## src/rtl/floor_request_latch_if.sv

```systemverilog
// Request-latch bus: key levels and retire command in, pending queue status out.
// The master modport is the driving side (bench or debouncer/controller glue), slave is the latch.
interface floor_request_latch_if #(
  parameter int FLOORS = 4
);
  localparam int FW = $clog2(FLOORS);

  logic [FLOORS-1:0] key_lvl;
  logic              clr_valid;
  logic [FW-1:0]     clr_floor;
  logic [FLOORS-1:0] pending;
  logic [FW:0]       count;
  logic              head_valid;
  logic [FW-1:0]     head_floor;
  logic              new_req;

  modport master (
    output key_lvl, clr_valid, clr_floor,
    input  pending, count, head_valid, head_floor, new_req
  );

  modport slave (
    input  key_lvl, clr_valid, clr_floor,
    output pending, count, head_valid, head_floor, new_req
  );
endinterface

```

## src/rtl/floor_request_latch.sv

```systemverilog
// Latches one request per floor from debounced key press edges and keeps them in age order.
// Optional feature macro REQ_CANCEL_EN: re-pressing a pending floor cancels its request.
module floor_request_latch #(
  parameter int FLOORS = 4
) (
  input  logic                         clk,
  input  logic                         rst_n,
  floor_request_latch_if.slave         bus
);
  localparam int FW = $clog2(FLOORS);

  logic [FLOORS-1:0] key_prev;
  logic [FW-1:0]     q_r [FLOORS];
  logic [FW-1:0]     q_n [FLOORS];
  logic [FW:0]       cnt_r;
  logic [FW:0]       cnt_n;
  logic [FLOORS-1:0] pend_r;
  logic [FLOORS-1:0] pend_n;
  logic              new_req_r;
  logic              new_req_n;
  logic              head_valid_r;
  logic [FW-1:0]     head_floor_r;

  logic [FLOORS-1:0] rise;
  logic [FLOORS-1:0] clr_mask;
  logic [FLOORS-1:0] cancel;
  logic [FLOORS-1:0] rm;
  logic [FLOORS-1:0] add;
  logic [FW:0]       wr;

  // An out-of-range clr_floor matches no bit, so it naturally becomes a no-op.
  always_comb begin
    rise     = bus.key_lvl & ~key_prev;
    clr_mask = '0;
    for (int i = 0; i < FLOORS; i++) begin
      clr_mask[i] = bus.clr_valid && (bus.clr_floor == FW'(i));
    end
`ifdef REQ_CANCEL_EN
    cancel = rise & pend_r;
`else
    cancel = '0;
`endif
    rm  = pend_r & (clr_mask | cancel);
    add = rise & ~pend_r & ~clr_mask;

    for (int j = 0; j < FLOORS; j++) begin
      q_n[j] = '0;
    end
    wr = '0;
    // Compact survivors toward the head, then append new rises oldest-first by index.
    for (int j = 0; j < FLOORS; j++) begin
      if (((FW+1)'(j) < cnt_r) && !rm[q_r[j]]) begin
        q_n[wr[FW-1:0]] = q_r[j];
        wr = wr + (FW+1)'(1);
      end
    end
    for (int i = 0; i < FLOORS; i++) begin
      if (add[i]) begin
        q_n[wr[FW-1:0]] = FW'(i);
        wr = wr + (FW+1)'(1);
      end
    end
    cnt_n     = wr;
    pend_n    = (pend_r & ~rm) | add;
    new_req_n = |add;
  end

  // key_prev resets to all-ones so a key held through reset never counts as a press.
  always_ff @(posedge clk or negedge rst_n) begin
    if (!rst_n) begin
      key_prev     <= '1;
      cnt_r        <= '0;
      pend_r       <= '0;
      new_req_r    <= 1'b0;
      head_valid_r <= 1'b0;
      head_floor_r <= '0;
      for (int j = 0; j < FLOORS; j++) begin
        q_r[j] <= '0;
      end
    end else begin
      key_prev     <= bus.key_lvl;
      cnt_r        <= cnt_n;
      pend_r       <= pend_n;
      new_req_r    <= new_req_n;
      head_valid_r <= (cnt_n != '0);
      head_floor_r <= q_n[0];
      for (int j = 0; j < FLOORS; j++) begin
        q_r[j] <= q_n[j];
      end
    end
  end

  assign bus.pending    = pend_r;
  assign bus.count      = cnt_r;
  assign bus.head_valid = head_valid_r;
  assign bus.head_floor = head_floor_r;
  assign bus.new_req    = new_req_r;
endmodule

```

## src/flat_wrapper.sv

```systemverilog
// flat-port wrapper written by rule: the top's interface ports become plain ports
module floor_request_latch_flat 
#(
  parameter int FLOORS = 4
)
  (clk, rst_n, bus_key_lvl, bus_clr_valid, bus_clr_floor, bus_pending, bus_count, bus_head_valid, bus_head_floor, bus_new_req);
  floor_request_latch_if #(.FLOORS(FLOORS)) bus_i ();
  input  logic clk;
  input  logic rst_n;
  input wire logic [$bits(bus_i.key_lvl)-1:0] bus_key_lvl;
  input wire logic [$bits(bus_i.clr_valid)-1:0] bus_clr_valid;
  input wire logic [$bits(bus_i.clr_floor)-1:0] bus_clr_floor;
  output wire logic [$bits(bus_i.pending)-1:0] bus_pending;
  output wire logic [$bits(bus_i.count)-1:0] bus_count;
  output wire logic [$bits(bus_i.head_valid)-1:0] bus_head_valid;
  output wire logic [$bits(bus_i.head_floor)-1:0] bus_head_floor;
  output wire logic [$bits(bus_i.new_req)-1:0] bus_new_req;
  assign bus_i.key_lvl = bus_key_lvl;
  assign bus_i.clr_valid = bus_clr_valid;
  assign bus_i.clr_floor = bus_clr_floor;
  assign bus_pending = bus_i.pending;
  assign bus_count = bus_i.count;
  assign bus_head_valid = bus_i.head_valid;
  assign bus_head_floor = bus_i.head_floor;
  assign bus_new_req = bus_i.new_req;
  floor_request_latch #(.FLOORS(FLOORS)) u_core (.clk(clk), .rst_n(rst_n), .bus(bus_i));
endmodule
```

## config.mk

```make
export PLATFORM = sky130hd
export DESIGN_NAME = floor_request_latch_flat
export DESIGN_NICKNAME = d
export VERILOG_FILES = /design/src/rtl/floor_request_latch_if.sv /design/src/rtl/floor_request_latch.sv /design/src/flat_wrapper.sv
export SDC_FILE = /design/constraint.sdc
export NUM_CORES = 1
export LEC_CHECK = 0
export CAP_MARGIN = 40
export CORE_UTILIZATION = 50
export CTS_CLUSTER_SIZE = 28
export DETAILED_ROUTE_END_ITERATION = 12
export PLACE_DENSITY = 0.83
export SLEW_MARGIN = 20
export SYNTH_ARGS = -nofsm -noshare
export SYNTH_HDL_FRONTEND = slang
export SYNTH_SLANG_ARGS = --single-unit
```

## constraint.sdc

```tcl
create_clock -name clk -period 4.9 [get_ports clk]
set_clock_uncertainty 0.05 [all_clocks]
set_input_delay 1.225 -clock clk [delete_from_list [all_inputs] [get_ports clk]]
set_output_delay 1.225 -clock clk [all_outputs]
set_load 0.03 [all_outputs]
```

Yosys cells after proc, flatten, opt, wreduce, memory -nomap -nowiden:

Index checks and enable logic that the tools add are counted.

* register bits: 21
* latch bits: 0
* RAM bits: 0
* ROM bits: 0
* input port bits: 9
* output and inout port bits: 11
* word-level logic and storage cells: 130
* memories: 0

* $add $sub $neg: 7
* $mul: 0
* divide/modulo/power cells: 0
* $lt $le $gt $ge: 22
* equality and inequality tests: 3
* shift-type cells: 0
* muxes and demuxes: 41
* bitwise logic cells: 26
* reductions and logical operators: 22

Operator list (number)
* 8-bit two-way mux: 7
* 4-bit bitwise AND: 7
* 2-bit demux with 2-bit select: 7
* 8-bit bitwise mux: 3
* 4-bit NOT: 6
* 3-bit greater-or-equal comparator, second input constant: 7
* 3-bit by 1-bit < comparator with 1-bit output, second input constant: 7
* 3-bit two-way mux: 7
* 3-bit by 1-bit adder with 3-bit output, second input constant: 6
* 2-bit NOT with 3-bit output: 6
* 2-bit two-way mux: 8
* 1-bit logical AND: 15
* 2-bit by 3-bit < comparator with 1-bit output, second input constant: 4
* 4-bit bitwise OR: 3
* 8-bit bitwise AND: 1
* 1-bit binary-select mux with 2-bit select: 4
* 8-bit NOT: 1
* 8-bit bitwise OR: 1
* 1-bit by 3-bit < comparator with 1-bit output, first input constant: 2
* 2-bit by 3-bit < comparator with 1-bit output, first input constant: 2
* 1-bit two-way mux: 5
* 2-bit equality test, second input constant: 2
* 1-bit zero test: 4
* 4-bit OR reduction: 1
* 5 further kinds: 5

Logic depth before layout (Yosys ltp):

Gate-level depths: netlist of run 1.

* word-level depth: 28
* gate-level depth with buffers: 26
* gate-level depth less buffers: 24

Worst setup path before layout of run 1:

No wires, ideal clock.

* path kind: input to register
* from: in bus_clr_floor[0]
* to: reg u_core.head_valid_r, in the netlist u_core.bus.head_valid
* setup time: 0.064 ns
* arrival time: 6.337 ns
* data required time: 4.786 ns
* path slack: -1.551 ns
* stages on the path: 25
* path buffers: 2
* cell sequence: buf_6 -> clkbuf_1 -> o31ai_1 -> a311oi_1 -> inv_1 -> ha_1 -> xnor2_4 -> inv_1 -> ha_1 -> o21a_1 -> ha_1 -> nand2_1 -> o21ai_1 -> ha_1 -> mux2_2 -> ha_1 -> inv_1 -> a211oi_1 -> a22o_1 -> ha_1 -> nand2_1 -> xnor2_1 -> xnor2_1 -> xnor3_1 -> nand2_2

* cells in the longest elaborated chain, start to end: 23
* elaborated cells between the ends (all ways): 43
* classes of those cells: add/sub: 7; eq/ne: 3; mux: 16; bitwise: 3; reduce/logical: 14

Ends and longest elaborated chain
* start: declaration: line flat_wrapper.sv:12 `input wire logic [$bits(bus_i.clr_floor)-1:0] bus_clr_floor;`
* 2-bit by 1-bit equality test with 1-bit output, or another cell as far along: line floor_request_latch.sv:36 `clr_mask[i] = bus.clr_valid && (bus.clr_floor == FW'(i));`
* 1-bit logical AND: line floor_request_latch.sv:36
* 4-bit bitwise AND: line floor_request_latch.sv:43 `rm = pend_r & (clr_mask | cancel);`
* 1-bit binary-select mux with 2-bit select: line floor_request_latch.sv:52 `if (((FW+1)'(j) < cnt_r) && !rm[q_r[j]]) begin`
* 1-bit two-way mux (implied by the code): line floor_request_latch.sv:52
* 1-bit zero test: line floor_request_latch.sv:52
* 1-bit logical AND: line floor_request_latch.sv:52
* 1-bit two-way mux: line floor_request_latch.sv:52
* [... 7 more ...]
* 3-bit two-way mux: line floor_request_latch.sv:58 `if (add[i]) begin`
* 3-bit by 1-bit adder with 3-bit output: line floor_request_latch.sv:60 `wr = wr + (FW+1)'(1);`
* 3-bit two-way mux: line floor_request_latch.sv:58
* 3-bit by 1-bit adder with 3-bit output: line floor_request_latch.sv:60
* 3-bit two-way mux: line floor_request_latch.sv:58
* 3-bit by 1-bit adder with 3-bit output: line floor_request_latch.sv:60
* 3-bit two-way mux (*): line floor_request_latch.sv:58
* 3-bit nonzero test (*): line floor_request_latch.sv:85 `head_valid_r <= (cnt_n != '0);`
* end signal: assignment: line floor_request_latch.sv:85
* end: declaration: line floor_request_latch.sv:21 `logic head_valid_r;`

Mark *: on every way between the ends. The rest lies on a longest branch, timed or not. The select of a mux whose other input is x is not followed.

Worst setup path after layout of run 1:

Ends and elaborated chain as after synthesis.

==> results of run 1 <==
-- worst paths after layout --
path	to	cells past startpoint	startpoint
worst min-delay path	u_core.bus.pending[0]	2	u_core.key_prev[0]
max in group asynchronous	u_core.key_prev[2]	2	rst_n
worst max register to register	u_core.bus.head_valid	23	u_core.q_r[3]
min in group asynchronous	u_core.bus.pending[1]	1	rst_n
worst min register to register	u_core.bus.pending[0]	2	u_core.key_prev[0]
worst max-delay path	u_core.bus.head_valid	26	bus_clr_floor[0]
-- repair_timing --
action | in CTS | in global routing
hold endpoints to repair | 0 | 0
buffers inserted | 18 | 11
gates cloned | 0 | 0
resized for setup | 25 | 28
pin swaps | 25 | 23
endpoints found under the setup margin | 11 | 11
-- Yosys cell counts (all sizes together), types with 2 or more instances --
| cell | n |
|---|---|
| nand2 | 31 |
| ha | 21 |
| inv | 19 |
| dfrtp | 17 |
| nand3 | 12 |
| a21oi | 9 |
| clkbuf | 8 |
| xnor2 | 7 |
| nor3 | 6 |
| nand2b | 5 |
| nand4 | 5 |
| o211ai | 5 |
| a22o | 4 |
| dfstp | 4 |
| mux2 | 4 |
| o21ai | 4 |
| or3 | 4 |
| a22oi | 3 |
| and2 | 3 |
| and3 | 3 |
| buf | 3 |
| nor2 | 3 |
| nor3b | 3 |
| or3b | 3 |
| xor2 | 3 |
| a211oi | 2 |
| a311o | 2 |
| a31oi | 2 |
| and3b | 2 |
| mux2i | 2 |
| nor4 | 2 |
| o21a | 2 |
| o22ai | 2 |
| o31a | 2 |
| xnor3 | 2 |
-- area by class of cell --
class	instances	area share, %
multi-input cells	175	51.4
repair buffers	97	26.0
flip-flops and latches	21	16.8
inverters	19	2.49
well taps	48	1.90
clock buffers	3	1.30
clock inverters	1	0.158
-- stage by stage --
| stage | setup TNS [ns] | setup slack (ns) |
|---|---|---|
| floorplan | -8.47 | -1.10 |
| global placement | -11.91 | -1.32 |
| detailed placement | -13.87 | -1.53 |
| CTS | -5.71 | -0.734 |
| global route | -7.39 | -0.844 |
| finish | -6.14 | -0.718 |
-- per-layer routing --
metal	global-route usage [%]	vias to the layer above	share of wire, %
met3	5.56	36	7.0
met4	13.6	0	5.5
met2	57.5	134	51
li1	-	1000	-
met1	36.6	1087	37
met5	0	-	0
-- kinds of logic after synthesis --
group	Yosys count	share of synthesized area, %
simple gates	86	23.7
compound gates	50	19.4
buf+inv	30	6.35
fa+ha+maj	21	13.1
flops	21	26.4
xor+xnor	12	7.60
mux	6	3.42
-- registers in the layout, summed over array words and instances (netlist names) --
| signal | flops |
|---|---|
| u_core.q_r | 8 |
| u_core.bus.pending | 4 |
| u_core.key_prev | 4 |
| u_core.bus.count | 3 |
| u_core.bus.head_valid | 1 |
| u_core.bus.new_req | 1 |
-- critical path, cell delays in order --
cell and delay (ns):
buf_8 0.10, buf_4 0.13, and3_1 0.15, o211ai_1 0.27, and3_4 0.26, inv_4 0.04, ha_4 0.16, nor4_4 0.15
o21bai_4 0.18, ha_4 0.23, o21a_4 0.21, ha_4 0.24, nand2_2 0.05, o21ai_2 0.06, ha_1 0.31, mux2_4 0.30
ha_4 0.28, inv_4 0.04, a211oi_4 0.28, a22o_4 0.18, ha_4 0.15, nand2_4 0.07, xnor2_4 0.20, xnor2_2 0.14
xnor3_1 0.27, nand2_2 0.08
==> impl_metrics.yaml, run 1 <==
outcome:
  outcome: "finished, violations left"
  failed_checks: "setup timing"
routing:
  dr.pass1.iters: 5
  drc: 0
  final_antenna_net_count: 0
  vias: 2257
  routed_wl_mm: 7.36
  routedWlPerCell_um: 20.2
  via_per_inst: 6.20
  drtIter0Drc: 233
clocking:
  cts_sinks: 21
  cts_tree: "built"
  cts_buffers: 3
  cts_hold_buf: 0
  clock_path_buffers: 2
  path_clk_slew_ns: 0.08
  cts_root_buffer: "clkbuf_8"
  clk_latency_ns: 0.26
  htreeDepth: 1
hold_path:
  hold_class: "flip-flop to flip-flop"
finish:
  final_cell_mix: "buf_4, nand2_1, dfrtp_1"
  final_core_util_pct: 84.5
  multi_input_area_um2: 1630
  fillCellCount: 202
  diodes: 0
  finalInstanceArea_um2: 3160
  area_growth_pct: 57.5
  nets: 347
  regArea_um2: 531
  fin_cells: 364
  drive_gt1_share_pct: 43.7
  final_common_cell: "buf_4"
placement:
  dp.cells: 334
  place_congestion: 0.912
  port_buffers: 19
  place_area_um2: 2720
  place_hpwl_mm: 4.53
sta:
  finalSetupViolCount: 11
  finalCritPeriodShare_pct: 115
  fin_ws_ns: -0.718
  whs_ns: 0.636
  slew_violations: 0
  finalCriticalPeriod_ns: 5.62
  rsz0062_at_grt: "true"
  relSlewSlack_pct: 62.3
  worst_pin_slew_ns: 0.565
  hold_viol: 0
  fmax_mhz: 178
synthesis:
  synthFlopType: "dfrtp_1"
  ys_seq_area_share_pct: 26.4
  synth.distinct_cells: 63
  synth_area_per_cell_um2: 8.89
  synth_top_area_share_pct: 21.2
  syn_inst: 226
  async_reset_ff_share_pct: 100
  syn-num-nets: 256
  ys_top_cells_by_area: "dfrtp_1, ha_1, nand2_1, dfstp_2, inv_1"
  synth_edf_count: 0
  synth-seq-cells: 21
  ys.warnings.count: 0
  syn-cell-area_um2: 2010
  synth_top_cell_by_area: "dfrtp_1"
critical_path:
  crit_fanout: 5
  crit_type: "input port to flip-flop"
  critical_path_arrival_ns: 5.77
  critPathRequiredTime_ns: 5.06
  r2r_setup_slack_ns: -0.13
  start_kind: "input port"
  worstSetupEndpointType: "flip-flop"
floorplanning:
  num_io_pins: 20
  floorplan.initialDensity_pct: 53.7
  num_rows: 22
  die_area_um2: 4280
  dieWidth_um: 65.4
  fp.coreArea_um2: 3740
  die_y_um: 65.4
run:
  drv_cap: 0
global_routing:
  antenna_found_initial: 0
  grt_start_max_net_pins: 17
  grt_pass1_vias: 2217
  grt_remaining_overflow: 0
  grt_pass1_wl_mm: 10.3
  grt_util_all_layers_pct: 31.9
Power of run 1 is left out: the tool's default activity adds up to more than one toggle a clock period on the data nets, which glitch-free logic cannot reach.
==> run 2, diff against run 1 <==
CORE_UTILIZATION = 52   (was 50)
PLACE_DENSITY = 0.86   (was 0.83)
RECOVER_POWER = 50   (was unset)
==> impl_metrics.yaml, run 2 (same netlist as run 1, synthesis figures left out) <==
critical_path:
  critPathRequiredTime_ns: 5.06
  r2r_setup_slack_ns: -0.03
  rr_startpoint: "u_core.q_r[6]"
  crit_type: "input port to flip-flop"
  rr_worst_depth: 24
  worstSetupEndpointType: "flip-flop"
  reg2reg_to: "u_core.bus.head_valid"
  start_kind: "input port"
  crit_fanout: 6
  critical_path_arrival_ns: 5.68
floorplanning:
  num_io_pins: 20
  floorplan.initialDensity_pct: 54.5
  fp.coreArea_um2: 3690
  die_area_um2: 4120
  dieWidth_um: 64.2
  die_y_um: 64.2
  num_rows: 22
global_routing:
  grt_start_max_net_pins: 18
  met1_usage_pct: 38.7
  grt_remaining_overflow: 0
  grt_util_all_layers_pct: 32.5
  grt_pass1_wl_mm: 10.1
  grt_pass1_vias: 2081
  grt_use_met2_pct: 56.8
  met3_usage_pct: 5.18
  grt.busiest_layer: "met2"
  antenna_found_initial: 0
placement:
  place_ws_ns: -1.55
  place_congestion: 0.957
  place_hpwl_mm: 4.66
  port_buffers: 19
clocking:
  path_clk_slew_ns: 0.08
  cts_tree: "built"
  cts_buffers: 3
  cts_hold_buf: 0
  clk_latency_ns: 0.27
  htreeDepth: 1
  cts_sinks: 21
  cts_root_buffer: "clkbuf_8"
  clock_path_buffers: 2
finish:
  final_common_cell: "buf_4"
  nets: 336
  regMostFlops: "u_core.q_r"
  largest_register_ffs: 8
  drive_gt1_share_pct: 40.3
  final_cell_mix: "buf_4, nand2_1, dfrtp_1"
  diodes: 0
  final_core_util_pct: 80.9
  area_growth_pct: 48.6
hold_path:
  hold_depth: 2
  hold_class: "flip-flop to flip-flop"
  min_to: "u_core.bus.pending[2]"
  hold_start: "u_core.bus.pending[2]"
routing:
  routedWlPerCell_um: 17.9
  drtIter0Drc: 93
  final_antenna_net_count: 0
  dr.pass1.iters: 4
  vias: 2099
  via_per_inst: 5.95
  drc: 0
  routed_wl_mm: 6.34
outcome:
  outcome: "finished, violations left"
  failed_checks: "setup timing"
sta:
  worst_pin_slew_ns: 0.997
  finalSetupViolCount: 11
  hold_viol: 0
  slew_violations: 0
  finalCriticalPeriod_ns: 5.52
  finalCritPeriodShare_pct: 113
  rsz0062_at_grt: "true"
  fin_ws_ns: -0.624
  fmax_mhz: 181
  relSlewSlack_pct: 33.5
run:
  drv_cap: 0
==> run 2: cell count changes in the layout (fill, tap and decap cells not counted), sizes merged <==
| cell | previous run | this run |
|---|---|---|
| buf | 80 | 68 |
| clkbuf | 3 | 6 |
| clkdlybuf4s15 | 1 | 0 |
| clkdlybuf4s50 | 16 | 11 |
| clkinv | 1 | 0 |
| dlygate4sd3 | 0 | 5 |
==> run 2: how the worst max path moves through the flow <==
stage	from	endpoint	slack (ns)
after detailed placement	bus_clr_floor[0]	u_core.bus.count[2]	-1.55
after global routing	bus_clr_floor[0]	u_core.bus.count[2]	-0.76
after CTS	bus_clr_floor[0]	u_core.bus.head_valid	-0.69
after global placement	bus_clr_floor[0]	u_core.bus.head_valid	-1.29
final	bus_clr_floor[0]	u_core.bus.head_valid	-0.62
after floorplan	bus_clr_floor[0]	u_core.bus.head_valid	-1.10
==> run 2: routing by layer <==
metal | wire (µm) | up-vias | share of wire [%]
li1 | - | 973 | -
met1 | 2550 | 1009 | 40
met2 | 3190 | 89 | 50
met3 | 294 | 28 | 4.6
met4 | 298 | 0 | 4.7
met5 | 0 | - | 0
==> run 2: stage by stage <==
| step | cells | area, µm² | hold slack (ns) | setup TNS [ns] |
|---|---|---|---|---|
| floorplan | 226 | 2130 | 0.586 | -8.47 |
| global placement | 336 | 2720 | 0.561 | -11.81 |
| detailed placement | 337 | 2740 | 0.589 | -13.87 |
| CTS | 350 | 2920 | 0.601 | -4.91 |
| global route | 353 | 2990 | 0.635 | -5.03 |
| finish | 353 | 2990 | 0.604 | -3.77 |
==> run 2: cell type report <==
cell class / instances / area, µm²
fill: 231 / 703
timing repair buffer: 86 / 692
clock buffer: 4 / 45.0
inverter: 19 / 76.3
multi-input combinational: 175 / 1580
sequential: 21 / 531
tap: 48 / 60.1
==> run 2: worst max-delay path, stage by stage <==
cell	delay, ns
buf_8	0.10
or3b_4	0.36
a211o_1	0.28
and3_4	0.17
inv_4	0.06
ha_4	0.21
xnor2_4	0.15
inv_2	0.07
ha_4	0.24
o21a_4	0.20
ha_4	0.28
nand2_4	0.05
o21ai_4	0.08
ha_4	0.23
mux2_4	0.29
ha_4	0.27
inv_4	0.04
a211oi_4	0.25
a22o_1	0.22
ha_4	0.16
nand2_4	0.06
xnor2_2	0.14
xnor2_1	0.18
xnor3_1	0.28
nand2_2	0.07
==> run 2: repair_timing <==
| item | 4_1_cts | 5_1_grt |
|---|---|---|
| pin swaps | 20 | 17 |
| setup buffers | 12 | 6 |
| resized for setup | 26 | 13 |
| setup endpoints to repair | 11 | 11 |
Power of run 2 is left out for the same reason.
==> run 3, diff against run 2 <==
CELL_PAD_IN_SITES_DETAIL_PLACEMENT = 1   (was unset)
CELL_PAD_IN_SITES_GLOBAL_PLACEMENT = 1   (was unset)
CORE_UTILIZATION = 40   (was 52)
==> impl_metrics.yaml, run 3 (same netlist as run 1, synthesis figures left out) <==
outcome:
  outcome: "finished, violations left"
  failed_checks: "setup timing"
floorplanning:
  dieWidth_um: 72.9
  num_rows: 25
  die_y_um: 72.9
  floorplan.initialDensity_pct: 42.0
  num_io_pins: 20
  fp.coreArea_um2: 4790
  die_area_um2: 5310
clocking:
  cts_tree: "built"
  path_clk_slew_ns: 0.08
  clock_path_buffers: 2
  cts_sinks: 21
  cts_root_buffer: "clkbuf_8"
  htreeDepth: 1
  clk_latency_ns: 0.26
  cts_buffers: 3
finish:
  regMostFlops: "u_core.q_r"
  area_growth_pct: 61.4
  finalInstanceArea_um2: 3240
  fillCellCount: 513
  final_core_util_pct: 67.8
  largest_register_ffs: 8
  nets: 352
  diodes: 0
  drive_gt1_share_pct: 45.2
  final_cell_mix: "buf_4, nand2_1, dfrtp_1"
  final_common_cell: "buf_4"
sta:
  finalCriticalPeriod_ns: 5.74
  slew_violations: 0
  finalCritPeriodShare_pct: 117
  hold_viol: 0
  worst_pin_slew_ns: 0.988
  fin_ws_ns: -0.837
  finalSetupViolCount: 11
  rsz0062_at_grt: "true"
  relSlewSlack_pct: 34.1
  fmax_mhz: 174
global_routing:
  antenna_found_initial: 0
  grt_pass1_vias: 2537
  grt_util_all_layers_pct: 36.1
  grt_start_max_net_pins: 17
  grt_remaining_overflow: 0
  grt_pass1_wl_mm: 13.7
placement:
  port_buffers: 19
  place_congestion: 0.888
  place_ws_ns: -1.65
  place_hpwl_mm: 5.71
  place_area_um2: 2770
critical_path:
  start_kind: "input port"
  worstSetupEndpointType: "flip-flop"
  critPathRequiredTime_ns: 4.94
  crit_fanout: 6
  r2r_setup_slack_ns: -0.24
  critical_path.startpoint: "bus_clr_floor[0]"
  critical_path_arrival_ns: 5.78
  rr_startpoint: "u_core.q_r[4]"
  crit_type: "input port to flip-flop"
routing:
  routed_wl_mm: 10.3
  drc: 0
  final_antenna_net_count: 0
  drtIter0Drc: 154
  routedWlPerCell_um: 26.5
  via_per_inst: 6.00
  vias: 2328
  dr.pass1.iters: 4
run:
  drv_cap: 0
hold_path:
  hold_class: "flip-flop to flip-flop"
  hold_start: "u_core.key_prev[2]"
-- run 3: cell types whose count changed in the layout (fill, tap and decap cells not counted), sizes merged --
| cell | before | now |
|---|---|---|
| buf | 68 | 84 |
| clkbuf | 6 | 5 |
| clkdlybuf4s15 | 0 | 1 |
-- run 3: cell type report --
class / count / area (µm²) / area share, %
Clock buffer: 4 / 45.0 / 1.39
Inverter: 19 / 78.8 / 2.43
Multi-Input combinational cell: 175 / 1660 / 51.2
Sequential cell: 21 / 531 / 16.4
Tap cell: 67 / 83.8 / 2.58
Timing Repair Buffer: 102 / 843 / 26.0
-- run 3: worst max-delay path, stage by stage --
cell and delay (ns):
buf_8 0.11, buf_6 0.12, and3_4 0.14, o211ai_1 0.22, and3_4 0.25, inv_4 0.04, ha_4 0.16, nor4_4 0.22
o21bai_4 0.21, ha_4 0.24, o21a_4 0.21, ha_4 0.30, nand2_4 0.05, o21ai_4 0.08, ha_4 0.23, mux2_4 0.30
ha_4 0.25, inv_4 0.08, buf_6 0.11, nand2_4 0.05, a22o_4 0.26, buf_4 0.13, buf_4 0.12, buf_6 0.12
buf_6 0.12, ha_4 0.16, nand2_2 0.07, o211ai_1 0.17
-- run 3: metrics by stage --
step | TNS [ns] | hold WS [ns] | cells
2_1_floorplan | -8.47 | 0.586 | 226
3_3_place_gp | -12.32 | 0.609 | 356
3_5_place_dp | -14.92 | 0.653 | 357
4_1_cts | -5.12 | 0.665 | 380
5_1_grt | -8.28 | 0.723 | 388
6_report | -7.76 | 0.676 | 388
-- run 3: path summary, 6_finish.rpt --
check,end,cells after the start
max in group asynchronous,u_core.q_r[7],2
min in group asynchronous,u_core.bus.pending[1],1
max reg2reg,u_core.q_r[3],26
min,u_core.bus.pending[2],2
min reg2reg,u_core.bus.pending[2],2
max,u_core.q_r[3],28
-- run 3: repair_timing --
item | 4_1_cts | 5_1_grt
setup buffers | 20 | 11
pin swaps | 16 | 10
resized for setup | 34 | 25
gates cloned | 0 | 0
setup endpoints to repair | 11 | 11
hold buffers | 0 | 0
-- run 3: metal layers --
layer | part of all wire [%] | wire, µm | global-route usage (%)
met5 | 0 | 0 | 0
met2 | 51 | 5250 | 69.7
met3 | 5.8 | 598 | 6.49
met4 | 5.0 | 513 | 18.3
met1 | 38 | 3900 | 36.7
Power of run 3 is left out for the same reason.
